File: src/rtl/lamp_seq_monitor.sv
// lamp_seq_monitor: watches three lamp lines that should sweep 000 -> 100 -> 110 -> 111 -> 000.
// Flags out-of-order patterns and counts completed sweeps.
// All outputs are registered, so each pulse appears in the cycle after the edge that sampled its cause.
// Optional feature: define LAMP_SEQ_MON_ERRCNT_EN to build a saturating 8-bit error counter on err_cnt.
// Without it, err_cnt reads constant zero and no counter is built.
`timescale 1ns/1ps

module lamp_seq_monitor #(
    parameter int CNT_W = 8
) (
    input  logic             clk,
    input  logic             reset_n,
    input  logic             a,
    input  logic             b,
    input  logic             c,
    input  logic             clr,
    output logic             start,
    output logic             done,
    output logic             err,
    output logic             err_sticky,
    output logic [CNT_W-1:0] sweep_cnt,
    output logic [2:0]       state,
    output logic [7:0]       err_cnt
);

    typedef enum logic [2:0] {
        IDLE   = 3'd0,
        S1     = 3'd1,
        S2     = 3'd2,
        S3     = 3'd3,
        RESYNC = 3'd4
    } monState_e;

    localparam logic [2:0] PAT_OFF   = 3'b000;
    localparam logic [2:0] PAT_ONE   = 3'b100;
    localparam logic [2:0] PAT_TWO   = 3'b110;
    localparam logic [2:0] PAT_THREE = 3'b111;

    monState_e        state_q, state_d;
    logic [2:0]       prev_q;
    logic [2:0]       sample;
    logic             start_q, start_d;
    logic             done_q, done_d;
    logic             err_q, err_d;
    logic             errSticky_q, errSticky_d;
    logic [CNT_W-1:0] sweepCnt_q, sweepCnt_d;
    logic [2:0]       statePattern;
    logic             inOrder;

    assign sample = {a, b, c};

    // Lamp pattern implied by each tracking state; the previous sample must match it for a step to count.
    always_comb begin
        statePattern = PAT_OFF;
        case (state_q)
            IDLE:    statePattern = PAT_OFF;
            S1:      statePattern = PAT_ONE;
            S2:      statePattern = PAT_TWO;
            S3:      statePattern = PAT_THREE;
            default: statePattern = PAT_OFF;
        endcase
    end

    assign inOrder = (prev_q == statePattern);

    // Next-state logic: one legal successor per tracking state, anything else drops into RESYNC with an error.
    always_comb begin
        state_d = state_q;
        start_d = 1'b0;
        done_d  = 1'b0;
        err_d   = 1'b0;
        case (state_q)
            IDLE: begin
                if (inOrder && sample == PAT_OFF) begin
                    state_d = IDLE;
                end else if (inOrder && sample == PAT_ONE) begin
                    state_d = S1;
                    start_d = 1'b1;
                end else begin
                    state_d = RESYNC;
                    err_d   = 1'b1;
                end
            end
            S1: begin
                if (inOrder && sample == PAT_TWO) begin
                    state_d = S2;
                end else begin
                    state_d = RESYNC;
                    err_d   = 1'b1;
                end
            end
            S2: begin
                if (inOrder && sample == PAT_THREE) begin
                    state_d = S3;
                end else begin
                    state_d = RESYNC;
                    err_d   = 1'b1;
                end
            end
            S3: begin
                if (inOrder && sample == PAT_OFF) begin
                    state_d = IDLE;
                    done_d  = 1'b1;
                end else begin
                    state_d = RESYNC;
                    err_d   = 1'b1;
                end
            end
            RESYNC: begin
                if (sample == PAT_OFF) begin
                    state_d = IDLE;
                end
            end
            default: begin
                state_d = RESYNC;
            end
        endcase
    end

    // Sticky flag and sweep counter: a fresh error beats clr, while clr beats a sweep increment.
    always_comb begin
        errSticky_d = errSticky_q;
        sweepCnt_d  = sweepCnt_q;
        if (err_d) begin
            errSticky_d = 1'b1;
        end else if (clr) begin
            errSticky_d = 1'b0;
        end
        if (clr) begin
            sweepCnt_d = '0;
        end else if (done_d) begin
            sweepCnt_d = sweepCnt_q + 1'b1;
        end
    end

    // State, previous sample and all registered outputs.
    always_ff @(posedge clk or negedge reset_n) begin
        if (!reset_n) begin
            state_q     <= IDLE;
            prev_q      <= PAT_OFF;
            start_q     <= 1'b0;
            done_q      <= 1'b0;
            err_q       <= 1'b0;
            errSticky_q <= 1'b0;
            sweepCnt_q  <= '0;
        end else begin
            state_q     <= state_d;
            prev_q      <= sample;
            start_q     <= start_d;
            done_q      <= done_d;
            err_q       <= err_d;
            errSticky_q <= errSticky_d;
            sweepCnt_q  <= sweepCnt_d;
        end
    end

`ifdef LAMP_SEQ_MON_ERRCNT_EN
    logic [7:0] errCnt_q, errCnt_d;

    // Saturating error counter; clr restarts it, and an error in the same cycle counts as the first one.
    always_comb begin
        errCnt_d = errCnt_q;
        if (clr) begin
            errCnt_d = err_d ? 8'd1 : 8'd0;
        end else if (err_d && errCnt_q != 8'hFF) begin
            errCnt_d = errCnt_q + 8'd1;
        end
    end

    // Error counter register.
    always_ff @(posedge clk or negedge reset_n) begin
        if (!reset_n) begin
            errCnt_q <= 8'd0;
        end else begin
            errCnt_q <= errCnt_d;
        end
    end

    assign err_cnt = errCnt_q;
`else
    assign err_cnt = 8'd0;
`endif

    assign start      = start_q;
    assign done       = done_q;
    assign err        = err_q;
    assign err_sticky = errSticky_q;
    assign sweep_cnt  = sweepCnt_q;
    assign state      = state_q;

endmodule
File: config.mk
export PLATFORM = sky130hd
export DESIGN_NAME = lamp_seq_monitor
export DESIGN_NICKNAME = d
export VERILOG_FILES = /design/src/rtl/lamp_seq_monitor.sv
export SDC_FILE = /design/constraint.sdc
export NUM_CORES = 1
export LEC_CHECK = 0
export ABC_AREA = 1
export CORE_MARGIN = 3
export CORE_UTILIZATION = 45
export CTS_CLUSTER_SIZE = 28
export DETAILED_ROUTE_END_ITERATION = 6
export PLACE_DENSITY = 0.84
export SYNTH_ARGS = -nofsm -noshare
export SYNTH_HDL_FRONTEND = slang
export SYNTH_SLANG_ARGS = --single-unit
File: constraint.sdc
create_clock -name clk -period 2.08 [get_ports clk]
set_input_delay 0.416 -clock clk [delete_from_list [all_inputs] [get_ports clk]]
set_output_delay 0.416 -clock clk [all_outputs]
set_load 0.05 [all_outputs]
* Word level (Yosys, flattened, before mapping)
Index checks and enable logic that the tools add are counted.
Word-level totals: register bits 18, bits in latches 0, memory bits (writable) 0, memory bits (read-only) 0, bits of input ports 6, output and inout port bits 23, memories 0
Cells by class: add/subtract/negate cells 1, $mul 0, divide/modulo/power cells 0, magnitude comparators 0, equality and inequality tests 9, shifts and indexed selects 0, muxes and demuxes 23, bitwise operators 0, reductions and logical operators 8
Operator list (count):
- $mux W3 | 6
- $mux W8 | 2
- $pmux W3 S5 | 1
- $eq A3 B3 Y1 const B | 4
- $mux W1 | 12
- $pmux W3 S3 | 1
- $add A8 B1 Y8 const B | 1
- $eq A3 B2 Y1 const B | 2
- $logic_not A3 Y1 | 2
- $logic_and A1 B1 Y1 | 4
- $pmux W1 S4 | 1
- $reduce_bool A2 Y1 | 2
- $eq A3 B1 Y1 const B | 1
- $eq A3 B3 Y1 | 1
- $ne A2 B2 Y1 const B | 1

* Longest topological paths before layout
word-level depth 8, depth in mapped cells 11, mapped depth without buffers 11

* Least setup slack after synthesis
No wires, ideal clock.
kind flip-flop to flip-flop, start register state_q[2], in the netlist state[2], end register sweepCnt_q[3], in the netlist sweep_cnt[3], data arrival time 1.546 ns, setup slack 0.415 ns, cell stages (with the launch flop) 10, path buffers 0, path through dfrtp_1 > inv_2 > nand3_1 > nand2_2 > nand2_4 > nand3_4 > nor2_8 > nand2_4 > nand3_1 > nand2_1
On the way: longest elaborated chain between the ends 7
Ends and longest elaborated chain:
- start, declared | RTL line 39 | monState_e state_q, state_d;
- start signal, assigned | RTL line 147 | state_q <= state_d;
- $eq A3 B2 Y1, or another cell as far along | RTL line 55, 72
- $pmux W3 S3 | RTL line 55 | case (state_q)
- $eq A3 B3 Y1 | RTL line 64 | assign inOrder = (prev_q == statePattern);
- $logic_and A1 B1 Y1 | RTL line 101 | if (inOrder && sample == PAT_OFF) begin
- $mux W1 | RTL line 101
- $mux W1 (*) | RTL line 72 | case (state_q)
- $reduce_bool A2 Y1 (no source line) (*)
- end signal, assigned | RTL line 153 | sweepCnt_q <= sweepCnt_d;
- end, declared | RTL line 46 | logic [CNT_W-1:0] sweepCnt_q, sweepCnt_d;
Mark *: on every way between the ends. The rest lies on a longest branch, timed or not. A chain may end at the register's enable or synchronous reset.

* Worst setup path in the final report
start register sweepCnt_q[2], in the netlist sweep_cnt[2], end output sweep_cnt[2]
RTL lines:
- end, declared | RTL line 21 | output logic [CNT_W-1:0] sweep_cnt,
No word-level cell between the ends.

==> flow_metrics.env <==
export IMPL_status="finished, final reports clean"
export IMPL_n_antenna_cell=0
export IMPL_relSlewSlack_pct=66.20
export IMPL_clock_path_buffers=2
export IMPL_clkPwrFrac_pct=23.1
export IMPL_crit_family="buffers and inverters"
export IMPL_clk_latency_ns=0.29
export IMPL_ys_warnings_count=0
export IMPL_skew_ns=0.004668
export IMPL_fillCellCount=205
export IMPL_grt_pass1_wl_mm=3.643
export IMPL_grt_max_degree=19
export IMPL_place_hpwl_mm=1.747
export IMPL_drt_iter0_drc=24
export IMPL_synthTopCellsByCount="nand2_1, dfrtp_1, nand3_1"
export IMPL_num_rows=17
export IMPL_tns_ns=0
export IMPL_synth_area_leader_cell="dfrtp_1"
export IMPL_hold_violations=0
export IMPL_max_stage_delay_ns=0.84
export IMPL_critical_path_class="reg -> out"
export IMPL_p_int_mw=0.5701
export IMPL_finalPower_mw=0.9223
export IMPL_vias=949
export IMPL_end_kind="output pin"
export IMPL_synth_most_common_cell="nand2_1"
export IMPL_fin_nets=164
export IMPL_fmax_mhz=500.1
export IMPL_cts_tree="done"
export IMPL_cts_buffers=3
export IMPL_track_usage_pct=16.87
export IMPL_numPortBuffers=20
export IMPL_cts_root_buf="clkbuf_4"
export IMPL_overflow=0
export IMPL_cp_data_arrival_time_ns=1.58
export IMPL_rsz0062_at_grt="false"
export IMPL_netlist_instances=133
export IMPL_fin_crit_sh_pct=96.13
export IMPL_viasPerCell=5.158
export IMPL_die_area_mm2=0.003017
export IMPL_syn_to_final_growth_pct=22.65
export IMPL_initial_utilization_pct=48.24
export IMPL_ant_nets=0
export IMPL_die_h_um=54.93
export IMPL_synth_distinct_cells=21
export IMPL_grt_pass1_vias=881
export IMPL_crit_chain="clkdlybuf4s50_1"
export IMPL_drive_above_1_share_pct=14.10
export IMPL_cts_setup_buffers=0
export IMPL_clock_sinks=18
export IMPL_tightest_slew_ns=0.5054
export IMPL_core_area_mm2=0.002233
export IMPL_yosysSeqAreaShare_pct=41.81
export IMPL_synth_ff_type="dfrtp_1"
export IMPL_critical_path_required_ns=1.66
export IMPL_pin_count=29
export IMPL_timing_critical_path_buf_inv=1
export IMPL_synth_seq_cells=18
export IMPL_p_per_area_mw_per_mm2=698.0
export IMPL_wl_mm=2.275
export IMPL_ir_drop_v=0.0004349
export IMPL_remaining_drc_errors=0
export IMPL_post_route_min_period_ns=2.000
export IMPL_clk_pin_slew_ns=0.10
export IMPL_hold_class="in -> async"
export IMPL_drv_cap=0
export IMPL_synth_edff_count=0
export IMPL_async_flop_share_pct=100.0
export IMPL_fp_dieW_um=54.93
export IMPL_h_tree_depth=1
export IMPL_p_seq_share_pct=43.6
export IMPL_p_switching_mw=0.3521
export IMPL_drv_slew=0
export IMPL_gp_congestion=0.8544
export IMPL_antenna_found_initial=0
export IMPL_yosysTopAreaCellShare_pct=41.81
export IMPL_power_frac_comb_pct=33.3
export IMPL_crit_fanout=5
export IMPL_syn_avg_cell_area_um2=8.100
export IMPL_netlist_area_mm2=0.001077
export IMPL_slowest_stage="clkdlybuf4s50_1"
export IMPL_drt_pass1_iterations=4
export IMPL_setup_violations=0
export IMPL_critPathLaunchType="flop"
export IMPL_wire_per_inst_um=12.36
export IMPL_ys_top_cells_by_area="dfrtp_1, nand2_1, nand3_1, nand4_1, buf_4"
export IMPL_p_sw_share_pct=38.18
export IMPL_p_leak_nw=0.7257
## worst paths after layout
kind | from | end | slack (ns) | cells after the start
max in group asynchronous | reset_n | sweep_cnt[5] | 1.44 | 2
min in group clk | err_sticky | err_sticky | 0.51 | 2
worst min register to register | err_sticky | err_sticky | 0.51 | 2
worst min-delay path | reset_n | sweep_cnt[1] | 0.45 | 2
worst max register to register | state[2] | sweep_cnt[3] | 0.55 | 10
worst max-delay path | sweep_cnt[2] | sweep_cnt[2] | 0.08 | 1
## cells by family after synthesis
family / count (synthesis) / synth area share, %
compound gates: 2 / 0.9292
fa+ha+maj: 1 / 1.161
buf+inv: 27 / 12.20
xor+xnor: 6 / 4.878
simple gates: 78 / 38.68
other cells: 1 / 0.3481
flops: 18 / 41.81
## cells in the final DEF (no fill, tap or decap)
cell type	synthesis	layout
dfrtp_1	18	18
inv_1	11	11
nand2_2	3	3
nand2_4	4	4
nor3_1	3	3
inv_2	7	7
nand3_2	1	1
nand3_1	14	14
ha_1	1	1
nor2_1	10	10
nand3_4	1	1
clkdlybuf4s50_1	0	19
xor2_1	5	5
conb_1	1	8
nand2_1	30	30
buf_4	8	1
o21ai_0	2	2
nor2_8	1	1
dlymetal6s2s_1	0	1
nor3b_1	1	1
nand4_1	10	10
clkbuf_8	0	1
clkbuf_4	0	3
xnor2_1	1	1
## what timing repair did
| item | in CTS | in global routing |
|---|---|---|
| hold buffers | 0 | 0 |
| setup endpoints to repair | 0 | 1 |
| gates resized for setup | 0 | 1 |
## power groups by stage
stage	combinational, mW	sequential [mW]	clock (mW)
floorplan	0.122	0.506	0
global placement	0.299	0.411	0
detailed placement	0.306	0.410	0
CTS	0.307	0.403	0.220
global route	0.330	0.406	0.232
finish	0.307	0.402	0.213
## cell type report
class / instances / area [um2] / area share (%)
timing repair buffer: 21 / 210.2 / 15.91
multi-input combinational: 95 / 521.8 / 39.49
sequential: 18 / 450.4 / 34.09
clock buffer: 4 / 36.28 / 2.746
inverter: 18 / 67.56 / 5.114
tap: 28 / 35.03 / 2.652
## metrics by stage
stage / cells / utilization (%) / cell area (um2) / setup slack [ns] / hold slack [ns]
after floorplan: 140 / - / 1104 / 0.4150 / 0.1204
after global placement: 180 / 57.42 / 1282 / 0.3162 / 0.4981
after detailed placement: 180 / 57.42 / 1282 / 0.2743 / 0.4874
after CTS: 184 / 59.05 / 1319 / 0.03669 / 0.4453
after global routing: 184 / 59.16 / 1321 / 0.02666 / 0.4577
final: 184 / 59.16 / 1321 / 0.08043 / 0.4492
## sequential cells by signal, indices dropped and copies added, names as in the netlist
signal	count
done	1
err	1
err_sticky	1
prev_q	3
start	1
state	3
sweep_cnt	8
## layer usage
| metal | up-vias | track usage (%) | share of wire, % |
|---|---|---|---|
| met2 | 39 | 30.12 | 50 |
| met4 | 0 | 8.907 | 2.9 |
| met1 | 446 | 19.32 | 42 |
| met3 | 7 | 2.413 | 5.7 |
| li1 | 457 | - | - |
| met5 | - | 0 | 0 |
Note: power is estimated with default switching activity, not from simulation.
